===== src/rtl/pc_sequencer.sv =====
// pc_sequencer: command sequencer that drives inc/add/sub pulses into an
// external program counter. Four-state FSM (IDLE, ISSUE, REPEAT, SETTLE),
// a separate halted flag and a sticky err flag. All outputs are registered.
// Optional feature: define PC_SEQ_CALL_EN to add CALL/RET with a 4-entry
// return stack. Without it, CALL/RET set err and otherwise act as NOP.
module pc_sequencer (
   input  logic        clk,
   input  logic        reset,
   input  logic        op_valid,
   input  logic [2:0]  op,
   input  logic [15:0] op_arg,
   input  logic [15:0] pc,
   output logic        op_ready,
   output logic        inc,
   output logic        add,
   output logic        sub,
   output logic [15:0] offset,
   output logic        halted,
   output logic        err
);

   typedef enum logic [1:0] {S_IDLE, S_ISSUE, S_REPEAT, S_SETTLE} state_t;

   localparam logic [2:0] OP_NOP    = 3'd0;
   localparam logic [2:0] OP_STEP   = 3'd1;
   localparam logic [2:0] OP_FWD    = 3'd2;
   localparam logic [2:0] OP_BACK   = 3'd3;
   localparam logic [2:0] OP_REPEAT = 3'd4;
   localparam logic [2:0] OP_HALT   = 3'd5;
   localparam logic [2:0] OP_CALL   = 3'd6;
   localparam logic [2:0] OP_RET    = 3'd7;

   state_t      r_state, w_state_next;
   logic [7:0]  r_rpt_cnt, w_rpt_cnt_next;
   logic        r_op_ready, w_op_ready_next;
   logic        r_inc, w_inc_next;
   logic        r_add, w_add_next;
   logic        r_sub, w_sub_next;
   logic [15:0] r_offset, w_offset_next;
   logic        r_halted, w_halted_next;
   logic        r_err, w_err_next;

   logic        w_accept;
   logic [16:0] w_fwd_sum;

   assign w_accept  = op_valid & r_op_ready;
   assign w_fwd_sum = {1'b0, pc} + {1'b0, op_arg};

`ifdef PC_SEQ_CALL_EN
   // Return stack: r_sp counts valid entries (0..4); top is r_stack[r_sp-1].
   logic [15:0] r_stack [0:3];
   logic [2:0]  r_sp, w_sp_next;
   logic        w_push;
   logic [15:0] w_ret_target;

   assign w_ret_target = r_stack[r_sp[1:0] - 2'd1];

   // Stack pointer; reset empties the stack.
   always_ff @(posedge clk or negedge reset) begin
      if (!reset) r_sp <= 3'd0;
      else        r_sp <= w_sp_next;
   end

   // Stack storage; contents need no reset because r_sp guards every read.
   always_ff @(posedge clk) begin
      if (w_push) r_stack[r_sp[1:0]] <= pc + 16'd1;
   end
`endif

   // Next-state and next-output decode; outputs are registered from these.
   always_comb begin
      w_state_next   = r_state;
      w_rpt_cnt_next = r_rpt_cnt;
      w_inc_next     = 1'b0;
      w_add_next     = 1'b0;
      w_sub_next     = 1'b0;
      w_offset_next  = 16'd0;
      w_halted_next  = r_halted;
      w_err_next     = r_err;
`ifdef PC_SEQ_CALL_EN
      w_sp_next      = r_sp;
      w_push         = 1'b0;
`endif
      case (r_state)
         S_IDLE: begin
            if (w_accept) begin
               case (op)
                  OP_STEP: begin
                     w_state_next = S_ISSUE;
                     w_inc_next   = 1'b1;
                  end
                  OP_FWD: begin
                     w_state_next  = S_ISSUE;
                     w_add_next    = 1'b1;
                     w_offset_next = op_arg;
                     if (w_fwd_sum > 17'h0FFFF) w_err_next = 1'b1;
                  end
                  OP_BACK: begin
                     w_state_next  = S_ISSUE;
                     w_sub_next    = 1'b1;
                     w_offset_next = op_arg;
                     if (op_arg > pc) w_err_next = 1'b1;
                  end
                  OP_REPEAT: begin
                     // First pulse issues now; counter holds pulses still owed.
                     if (op_arg[7:0] != 8'd0) begin
                        w_state_next   = S_REPEAT;
                        w_inc_next     = 1'b1;
                        w_rpt_cnt_next = op_arg[7:0] - 8'd1;
                     end
                  end
                  OP_HALT: w_halted_next = 1'b1;
`ifdef PC_SEQ_CALL_EN
                  OP_CALL: begin
                     if (r_sp == 3'd4) begin
                        w_err_next = 1'b1;
                     end else begin
                        w_push        = 1'b1;
                        w_sp_next     = r_sp + 3'd1;
                        w_state_next  = S_ISSUE;
                        w_add_next    = 1'b1;
                        w_offset_next = op_arg;
                     end
                  end
                  OP_RET: begin
                     if (r_sp == 3'd0) begin
                        w_err_next = 1'b1;
                     end else begin
                        w_sp_next    = r_sp - 3'd1;
                        w_state_next = S_ISSUE;
                        if (w_ret_target >= pc) begin
                           w_add_next    = 1'b1;
                           w_offset_next = w_ret_target - pc;
                        end else begin
                           w_sub_next    = 1'b1;
                           w_offset_next = pc - w_ret_target;
                        end
                     end
                  end
`else
                  OP_CALL: w_err_next = 1'b1;
                  OP_RET:  w_err_next = 1'b1;
`endif
                  OP_NOP:  ;
                  default: ;
               endcase
            end
         end
         S_ISSUE:  w_state_next = S_SETTLE;
         S_REPEAT: begin
            if (r_rpt_cnt == 8'd0) begin
               w_state_next = S_SETTLE;
            end else begin
               w_inc_next     = 1'b1;
               w_rpt_cnt_next = r_rpt_cnt - 8'd1;
            end
         end
         S_SETTLE: w_state_next = S_IDLE;
         default:  w_state_next = S_IDLE;
      endcase
      w_op_ready_next = (w_state_next == S_IDLE) && !w_halted_next;
   end

   // State and output registers; reset drops pulses without waiting for clk.
   always_ff @(posedge clk or negedge reset) begin
      if (!reset) begin
         r_state    <= S_IDLE;
         r_rpt_cnt  <= 8'd0;
         r_op_ready <= 1'b0;
         r_inc      <= 1'b0;
         r_add      <= 1'b0;
         r_sub      <= 1'b0;
         r_offset   <= 16'd0;
         r_halted   <= 1'b0;
         r_err      <= 1'b0;
      end else begin
         r_state    <= w_state_next;
         r_rpt_cnt  <= w_rpt_cnt_next;
         r_op_ready <= w_op_ready_next;
         r_inc      <= w_inc_next;
         r_add      <= w_add_next;
         r_sub      <= w_sub_next;
         r_offset   <= w_offset_next;
         r_halted   <= w_halted_next;
         r_err      <= w_err_next;
      end
   end

   assign op_ready = r_op_ready;
   assign inc      = r_inc;
   assign add      = r_add;
   assign sub      = r_sub;
   assign offset   = r_offset;
   assign halted   = r_halted;
   assign err      = r_err;

endmodule


===== config.mk =====
export PLATFORM = sky130hd
export DESIGN_NAME = pc_sequencer
export DESIGN_NICKNAME = d
export VERILOG_FILES = /design/src/rtl/pc_sequencer.sv
export SDC_FILE = /design/constraint.sdc
export NUM_CORES = 1
export LEC_CHECK = 0
export ABC_AREA = 1
export ABC_CLOCK_PERIOD_IN_PS = 4300
export CAP_MARGIN = 10
export CORE_MARGIN = 2
export CORE_UTILIZATION = 40
export CTS_CLUSTER_DIAMETER = 120
export DETAILED_ROUTE_END_ITERATION = 10
export GPL_TIMING_DRIVEN = 0
export PLACE_DENSITY = 0.67
export SKIP_CTS_REPAIR_TIMING = 1
export SYNTH_ARGS = -nofsm -noshare
export SYNTH_HDL_FRONTEND = slang
export SYNTH_SLANG_ARGS = --single-unit

===== constraint.sdc =====
create_clock -name clk -period 4.3 [get_ports clk]
set_input_delay 0.86 -clock clk [delete_from_list [all_inputs] [get_ports clk]]
set_output_delay 0.86 -clock clk [all_outputs]
set_load 0.005 [all_outputs]

==> metrics.yaml <==
run_status:
  status: "complete, no violations"
yosys:
  yosys-top-cells-count: "55 x nand2_1, 51 x inv_1, 35 x ha_1"
  synth_area_leaders: "dfrtp_1 34%, ha_1 18%, nand2_1 8.7%, inv_1 8.1%, nor2_1 4.1%"
  ys_seq_area_frac: 0.337
  synth_cell_types: 35
  synth.cell_area_mm2: 0.00238
  async_flop_share: 1.00
  netlist.area_leader.share: 0.337
  synth_area_leader_cell: "dfrtp_1"
  yosysWarningCount: 0
  netlist_instances: 304
  synth-edff-count: 0
  syn_area_per_cell_um2: 7.82
  synth_nets: 378
  ys_ff_latch: 32
  synth_ff_type: "dfrtp_1"
  yosys.cell_count.top_type: "nand2_1"
timing:
  finalSetupTns_ns: 0
  finalCritPeriodShare: 0.556
  fin_worst_skew_ns: 0.00553
  worst_pin_slew_ns: 0.717
  max-slew-margin-rel: 0.522
  slew_viol_final: 0
  rsz0062_at_grt: "no"
  hold_viol_final: 0
  setup_violations: 0
  timing.fmax_ghz: 0.418
  final.min_clock_period_ns: 2.39
critical_path:
  crit_start: "op_arg[1]"
  required_ns: 4.52
  slowest_delay_ns: 0.56
  crit_chain: "clkdlybuf4s50_1 -> inv_1 -> fa_1 -> o21ai_0 -> o2111ai_1 -> nand2_1 -> nand2_1 -> nand3_1 -> nand3_1 -> nand2_1"
  crit_path_top_delay_cell: "clkdlybuf4s50_1"
  crit_fanout: 3
  path_buf_inv: 2
  path_common_cell: "nand2_1"
  start_kind: "input port"
  timing.rr.end: "r_rpt_cnt[6]"
  endpoint: "err"
  cp_top_family: "buffers and inverters"
  crit_cells: 10
  r2r_start: "r_state[0]"
  rrSetupSlack_ns: 2.35
  worstSetupPathType: "input port to flop"
  r2r_cells: 13
  cp-end-kind: "flop"
  cp_data_arrival_time_ns: 2.62
place:
  placed_cell_area_mm2: 0.00306
  gp_congestion: 0.863
  dp_hpwl_um: 4140
  portBuffers: 59
pwr:
  switching_share: 0.384
  combPwrFrac: 0.493
  internal_power_uw: 822
  power_density_mw_per_mm2: 421
  vdd_drop_max_v: 0.000180
  p_switching_uw: 512
  p_clk_frac: 0.212
  leakagePower_nw: 1.58
  p_seq_frac: 0.294
finish:
  area_delta_synth_final_pct: 33.1
  drive_gt1_frac: 0.0997
  fin_nets: 444
  num_antenna_cells: 0
  fin_area_mm2: 0.00316
route:
  dr.pass1.iters: 4
  drc: 0
  wl_um: 5010
  vias_per_cell: 4.64
  vias: 2068
  avgRoutedWirePerCell_um: 11.2
  drt_iter0_drc: 77
  ant_nets: 0
clocking:
  clk_pin_slew_ns: 0.07
  insertion_delay_ns: 0.28
  clockBufferDepth: 2
  cts.sinks: 32
  cts_tree: "done"
  cts.root.buffer_cell: "clkbuf_8"
  cts-buffers-inserted: 5
  cts.htree.levels: 2
global_route:
  grt_use_total: 0.162
  grt_pass1_vias: 1829
  grt_remaining_overflow: 0
  grt_max_degree: 33
  antenna_found_initial: 0
  grt_pass1_wl_um: 8070
flow_run:
  cap_violations: 0
die:
  start_util: 0.409
  io_pins: 60
  die_y_um: 81.1
  core_mm2: 0.00582
  num_rows: 28
  dieArea_mm2: 0.00657
  dieWidth_um: 81.1
worst_hold_path:
  hold_class: "flop to flop"
## power by group through the flow
| stage | registers, mW | logic, mW | clock network [mW] |
|---|---|---|---|
| after floorplan | 0.396 | 0.491 | 0 |
| after detailed placement | 0.398 | 0.661 | 0 |
| after global placement | 0.398 | 0.652 | 0 |
| final | 0.393 | 0.658 | 0.283 |
| after global routing | 0.398 | 0.751 | 0.310 |
| after CTS | 0.392 | 0.663 | 0.295 |
## worst register-to-register path, cell delays in order, from the launching register on
cell and delay, ns:
dfrtp_1 0.38, inv_1 0.11, ha_1 0.18, buf_6 0.16
buf_8 0.14, nand2_2 0.06, o21ai_2 0.07, ha_1 0.21
inv_1 0.05, nor2_1 0.14, nand2_1 0.08, xor2_1 0.14
nand2_1 0.07, o21ai_1 0.05
## per-layer routing
metal  wire length [µm]  global-route usage  vias to the layer above
met5                  0                   0                        -
met2               2480               0.280                       44
met3                294              0.0544                        7
met1               2180               0.191                      926
met4                 57              0.0441                        0
li1                   -                   -                     1091
## cell families (layout without fill, tap and decap cells)
family          Yosys count  count (layout)  share of synthesized area
simple gates            118             118                      0.216
flops                    32              32                      0.337
fa+ha+maj                36              36                      0.193
xor+xnor                  6               6                     0.0221
compound gates           44              44                      0.113
buf+inv                  68             135                      0.119
## metrics by stage
step                setup WS [ns]  hold WS, ns  instances  power (mW)   util
detailed placement           1.62        0.472        438        1.06  0.525
global route                 1.74        0.524        446        1.46  0.544
global placement             1.60        0.470        438        1.05  0.526
floorplan                    2.35        0.457        304       0.888      -
CTS                          1.91        0.490        446        1.35  0.544
finish                       1.91        0.485        446        1.33  0.544
## registers in the layout, summed over array words and instances (netlist names)
| register | flops |
|---|---|
| inc | 1 |
| offset | 16 |
| err | 1 |
| r_rpt_cnt | 8 |
| add | 1 |
| sub | 1 |
| op_ready | 1 |
| r_state | 2 |
| halted | 1 |
## layout by cell type, fill, tap and decap left out, types with 2 or more instances in the layout
master / n
o21ai_2: 5
nand2_2: 4
nor2_2: 2
a21oi_1: 13
inv_2: 11
buf_2: 2
clkbuf_1: 3
nor3_1: 12
clkbuf_8: 5
nand2_1: 55
ha_1: 35
o21ai_0: 7
nand4_1: 5
buf_6: 2
o21ai_1: 10
xor2_1: 5
nand3_1: 10
clkdlybuf4s50_1: 58
dfrtp_1: 32
nor2_1: 26
inv_1: 51
## worst min-delay path by stage
stage	start	to	slack [ns]	cells after the start
after floorplan	err	err	0.46	2
after global placement	err	err	0.47	2
after detailed placement	halted	halted	0.47	2
after CTS	halted	halted	0.49	2
after global routing	err	err	0.52	2
final	err	err	0.48	2
## area by class of cell
cell class,count,area (µm²)
tap,75,93.8
timing repair buffer,59,586
sequential,32,801
inverter,62,233
clock inverter,2,35.0
multi-input combinational,204,1290
fill,589,2650
clock buffer,6,72.6
buffer,6,50.0
(Power assumes the default switching activity.)
